[config.mk]
export PLATFORM = sky130hd
export DESIGN_NAME = hazard_ctrl_unit
export DESIGN_NICKNAME = d
export VERILOG_FILES = /design/src/rtl/hazard_ctrl_unit.sv
export SDC_FILE = /design/constraint.sdc
export NUM_CORES = 1
export LEC_CHECK = 0
export ABC_CLOCK_PERIOD_IN_PS = 2520
export BUFFER_PORTS_ARGS = -buffer_cell sky130_fd_sc_hd__buf_2
export CORE_ASPECT_RATIO = 1.75
export CORE_MARGIN = 5
export CORE_UTILIZATION = 42
export CTS_CLUSTER_SIZE = 30
export DETAILED_ROUTE_END_ITERATION = 7
export PLACE_DENSITY = 0.88
export SYNTH_ARGS = -nofsm -noshare
export SYNTH_HDL_FRONTEND = slang
export SYNTH_SLANG_ARGS = --single-unit
[constraint.sdc]
create_clock -name clk -period 2.52 [get_ports clk]
set_input_delay 0.378 -clock clk [delete_from_list [all_inputs] [get_ports clk]]
set_output_delay 0.378 -clock clk [all_outputs]
set_load 0.01 [all_outputs]
[src/rtl/hazard_ctrl_unit.sv]
// Pipeline hazard controller: D-cache miss sequencing, load-use bubbles, branch squash and EX forwarding.
// Optional perf counters are built only when HAZ_PERF_CNT_EN is defined (otherwise stall_cnt/flush_cnt read 0).
module hazard_ctrl_unit #(
   parameter int MISS_TIMEOUT = 64,
   parameter int CNT_W        = 32
) (
   input  logic             clk,
   input  logic             reset,
   input  logic [4:0]       id_rs1,
   input  logic [4:0]       id_rs2,
   input  logic             id_use_rs1,
   input  logic             id_use_rs2,
   input  logic [4:0]       ex_rs1,
   input  logic [4:0]       ex_rs2,
   input  logic [4:0]       ex_rd,
   input  logic             ex_mem_read,
   input  logic             ex_branch_taken,
   input  logic [4:0]       mem_rd,
   input  logic             mem_reg_write,
   input  logic [4:0]       wb_rd,
   input  logic             wb_reg_write,
   input  logic             dcache_req,
   input  logic             dcache_ready,
   output logic             stall_if,
   output logic             stall_id,
   output logic             stall_ex,
   output logic             stall_mem,
   output logic             stall_wb,
   output logic             flush_id,
   output logic             flush_ex,
   output logic             flush_wb,
   output logic             pc_redirect,
   output logic [1:0]       forward_a,
   output logic [1:0]       forward_b,
   output logic             err_timeout,
   output logic [CNT_W-1:0] stall_cnt,
   output logic [CNT_W-1:0] flush_cnt,
   output logic             o_dbg_state
);

   localparam int WAIT_W = $clog2(MISS_TIMEOUT + 1);

   typedef enum logic {ST_RUN = 1'b0, ST_DWAIT = 1'b1} state_t;

   state_t              r_state;
   state_t              w_state_nxt;
   logic [WAIT_W-1:0]   r_wait_cnt;
   logic [WAIT_W-1:0]   w_wait_nxt;
   logic                r_err_timeout;
   logic                w_err_set;
   logic                w_miss;
   logic                w_load_use;

   // State register
   always_ff @(posedge clk) begin
      if (reset) begin
         r_state       <= ST_RUN;
         r_wait_cnt    <= '0;
         r_err_timeout <= 1'b0;
      end else begin
         r_state    <= w_state_nxt;
         r_wait_cnt <= w_wait_nxt;
         if (w_err_set) r_err_timeout <= 1'b1;
      end
   end

   // Next-state logic
   always_comb begin
      w_state_nxt = r_state;
      w_wait_nxt  = r_wait_cnt;
      w_err_set   = 1'b0;
      case (r_state)
         ST_RUN: begin
            if (dcache_req && !dcache_ready) begin
               w_state_nxt = ST_DWAIT;
               w_wait_nxt  = WAIT_W'(1);
            end
         end
         ST_DWAIT: begin
            if (dcache_ready) begin
               w_state_nxt = ST_RUN;
            end else if (r_wait_cnt == WAIT_W'(MISS_TIMEOUT - 1)) begin
               w_err_set   = 1'b1;
               w_state_nxt = ST_RUN;
            end else begin
               w_wait_nxt = r_wait_cnt + WAIT_W'(1);
            end
         end
         default: w_state_nxt = ST_RUN;
      endcase
   end

   assign w_miss = ((r_state == ST_RUN) && dcache_req && !dcache_ready) ||
                   ((r_state == ST_DWAIT) && !dcache_ready);

   assign w_load_use = ex_mem_read && (ex_rd != 5'd0) &&
                       ((id_use_rs1 && (id_rs1 == ex_rd)) || (id_use_rs2 && (id_rs2 == ex_rd)));

   // Outputs: a miss freezes everything up to MEM and drops the MEM/WB write so it is not repeated
   always_comb begin
      stall_if    = 1'b0;
      stall_id    = 1'b0;
      stall_ex    = 1'b0;
      stall_mem   = 1'b0;
      stall_wb    = 1'b0;
      flush_id    = 1'b0;
      flush_ex    = 1'b0;
      flush_wb    = 1'b0;
      pc_redirect = 1'b0;
      if (reset) begin
         flush_id = 1'b1;
         flush_ex = 1'b1;
         flush_wb = 1'b1;
      end else if (w_miss) begin
         stall_if  = 1'b1;
         stall_id  = 1'b1;
         stall_ex  = 1'b1;
         stall_mem = 1'b1;
         flush_wb  = 1'b1;
      end else if (ex_branch_taken) begin
         flush_id    = 1'b1;
         flush_ex    = 1'b1;
         pc_redirect = 1'b1;
      end else if (w_load_use) begin
         stall_if = 1'b1;
         stall_id = 1'b1;
         flush_ex = 1'b1;
      end
   end

   // Forwarding: EX/MEM takes precedence over MEM/WB; x0 is never forwarded
   always_comb begin
      forward_a = 2'b00;
      forward_b = 2'b00;
      if (!reset) begin
         if (mem_reg_write && (mem_rd != 5'd0) && (mem_rd == ex_rs1))     forward_a = 2'b10;
         else if (wb_reg_write && (wb_rd != 5'd0) && (wb_rd == ex_rs1))   forward_a = 2'b01;
         if (mem_reg_write && (mem_rd != 5'd0) && (mem_rd == ex_rs2))     forward_b = 2'b10;
         else if (wb_reg_write && (wb_rd != 5'd0) && (wb_rd == ex_rs2))   forward_b = 2'b01;
      end
   end

   assign err_timeout = r_err_timeout;
   // o_dbg_state is 1 while the controller is waiting on the D-cache
   assign o_dbg_state = (r_state == ST_DWAIT);

`ifdef HAZ_PERF_CNT_EN
   logic [CNT_W-1:0] r_stall_cnt;
   logic [CNT_W-1:0] r_flush_cnt;

   always_ff @(posedge clk) begin
      if (reset) begin
         r_stall_cnt <= '0;
         r_flush_cnt <= '0;
      end else begin
         if (stall_if && (r_stall_cnt != '1)) r_stall_cnt <= r_stall_cnt + CNT_W'(1);
         if (flush_ex && (r_flush_cnt != '1)) r_flush_cnt <= r_flush_cnt + CNT_W'(1);
      end
   end

   assign stall_cnt = r_stall_cnt;
   assign flush_cnt = r_flush_cnt;
`else
   assign stall_cnt = '0;
   assign flush_cnt = '0;
`endif

endmodule
==> flow_summary.ini <==
[worst_setup_path]
critPathLaunchType = primary input
critPathMaxFanout = 4
crit_top_cell = buf_2
cp_cell_sequence = buf_2 -> or4_1 -> o21ai_2 -> nor3_1 -> nor4_2 -> buf_2
worstSetupPathDepth = 6
max_stage_delay_ns = 0.54
crit_buf_inv = 2
startpoint = mem_rd[1]
cp_data_arrival_time_ns = 1.78
worstSetupPathType = primary input to output port
endpoint_kind = output port
ff2ff_path_depth = 5
path_delay_family = simple AND/OR/NAND/NOR gates
r2r_slack_ns = 0.85
cp.required_ns = 2.14
rr_startpoint = r_wait_cnt[0]$_SDFFE_PP0P_
reg2reg_to = r_wait_cnt[1]$_SDFFE_PP0P_
crit_path_end = forward_b[0]
slowest_stage = or4_1

[final_layout]
fill_cells = 346
layout.nets = 289
area_growth_pct = 9.948
layout-drive-gt1-share_pct = 28.93
final_common_cell = conb_1
antenna_cells = 0
final_cell_mix = conb_1 (65), buf_2 (58), xor2_1 (18)

[placement]
place.port_buffers = 58
place_congestion = 0.8355
hpwl_um = 3201

[global_route]
grt-ovfl-total = 0
grt_pass1_wl_um = 5064
grt.total_usage_pct = 14.52
grt_pass1_vias = 1250
antenna_found_initial = 0
grt_start_max_net_pins = 16

[routing]
drt_pass1_iterations = 4
route.detailed.drc = 0
vias_per_cell = 4.502
wl_per_cell_um = 12.57
wl_um = 3608
drtIter0Drc = 21
vias = 1292
postRouteAntennaNets = 0

[clocking]
cts_resized = 0
clock-sinks = 9
root_buffer = clkbuf_8
htreeDepth = 1
ctsLongestPathBuffers = 2
postCtsHoldBufs = 0
insertion_delay_ns = 0.24
post_cts_buffers = 0
cts_tree = built
clkSlewWorstSetupHoldPaths_ns = 0.04
cts_buffers = 3

[synthesis]
synth_seq_cells = 9
synth_area_um2 = 1434
synthFlopType = dfxtp_1
syn_avg_cell_area_um2 = 7.878
yosysSeqAreaShare_pct = 12.57
synth_cell_types = 40
yosys_warnings = 0
synth-edff-count = 0
synthesis.instances = 182
synth-async-reset-ratio_pct = 0

[sta]
max_freq_mhz = 462.8
hold_violations = 0
slew_viol_final = 0
grt_setup_unrepaired = false
finalSetupViolCount = 0
skew_ns = 0.003824
fin_crit_sh_pct = 85.74
holdWs_ns = 0.4772
fin_tns_setup_ns = 0
fin_crit_ns = 2.161

[status]
status = finished, final reports clean

[floorplan]
die_area_um2 = 4729
die_w_um = 54.17
ios = 124
die_h_um = 87.30
rows = 28
core_um2 = 3328
initial_core_util_pct = 43.08

[hold_path]
hold_class = primary input to register
min_path_cells = 3

[power_and_ir_drop]
leakagePower_nw = 0.7819
ir_worst_vdd_uv = 168.2
power_density_nw_per_um2 = 329.6

[job]
max_cap_violations = 0
## how the worst min path moves through the flow
stage,startpoint,end
floorplan,r_wait_cnt[5]$_SDFFE_PP0P_,r_wait_cnt[5]$_SDFFE_PP0P_
global placement,err_timeout$_SDFFE_PP0P_,err_timeout$_SDFFE_PP0P_
detailed placement,err_timeout$_SDFFE_PP0P_,err_timeout$_SDFFE_PP0P_
CTS,dcache_ready,r_wait_cnt[6]$_SDFFE_PP0P_
global route,dcache_ready,r_wait_cnt[6]$_SDFFE_PP0P_
finish,dcache_ready,r_wait_cnt[6]$_SDFFE_PP0P_
## synth_stat cells (2+ instances only)
| master | count | area share, % |
|---|---|---|
| xnor2_1 | 12 | 7.3 |
| a211oi_1 | 2 | 1.0 |
| nor4_1 | 4 | 1.7 |
| or4_1 | 5 | 2.6 |
| nand3_1 | 6 | 2.1 |
| o21ai_0 | 4 | 1.4 |
| dfxtp_1 | 9 | 13 |
| nor3_1 | 3 | 1.0 |
| a21oi_1 | 4 | 1.4 |
| nor4_2 | 2 | 1.7 |
| nand2b_1 | 3 | 1.3 |
| xor2_1 | 18 | 11 |
| inv_1 | 3 | 0.79 |
| buf_4 | 67 | 35 |
| nor2_1 | 8 | 2.1 |
| a31oi_1 | 2 | 0.87 |
| nand2_1 | 6 | 1.6 |
| mux2i_1 | 2 | 1.4 |
## routing by layer
layer / wire length (um) / global-route usage [%]
met1: 1033 / 12.90
met2: 1996 / 28.24
met3: 461 / 2.230
met4: 116 / 8.390
met5: 0 / 0
## worst reg2reg max path, cell delays in order (launching register included)
cell,delay (ns)
dfxtp_1,0.41
ha_1,0.23
nand3_1,0.20
o41ai_4,0.44
mux2i_1,0.23
nor2_1,0.06
## area by class of cell
cell class | instances | area [um^2] | share of cell area [%]
well taps | 45 | 56.30 | 3.571
repair buffers | 61 | 312.8 | 19.84
inverters | 3 | 11.26 | 0.7143
flip-flops and latches | 9 | 180.2 | 11.43
multi-input cells | 165 | 970.9 | 61.59
clock buffers | 4 | 45.04 | 2.857
## power breakdown
part	internal, mW	switching [mW]	total, mW
Combinational	0.0726	0.124	0.196
Clock	0.111	0.0651	0.176
Sequential	0.145	0.00245	0.147
Total	0.328	0.191	0.520
## stage by stage
step	power, mW	util (%)	instances	worst slack [ns]	area (um^2)
after floorplan	0.3421	-	246	0.4899	1674
final	0.5196	47.37	287	0.3593	1577
after CTS	0.5189	47.37	287	0.3242	1577
after global placement	0.3392	46.02	283	0.3608	1531
after detailed placement	0.3427	46.02	283	0.3239	1531
after global routing	0.5463	47.37	287	0.2431	1577
## registers in the layout (all words and copies together) (netlist names)
signal       flops
err_timeout      1
o_dbg_state      1
r_wait_cnt       7
## kinds of logic after synthesis
logic type      Yosys count  synth area share [%]
buf+inv                  72                 36.47
simple gates             45                 18.06
xor+xnor                 30                 18.32
compound gates           22                 12.04
flops                     9                 12.57
mux                       2                 1.396
fa+ha+maj                 1                0.8725
other cells               1                0.2615
Power figures use the tool's default switching activity.
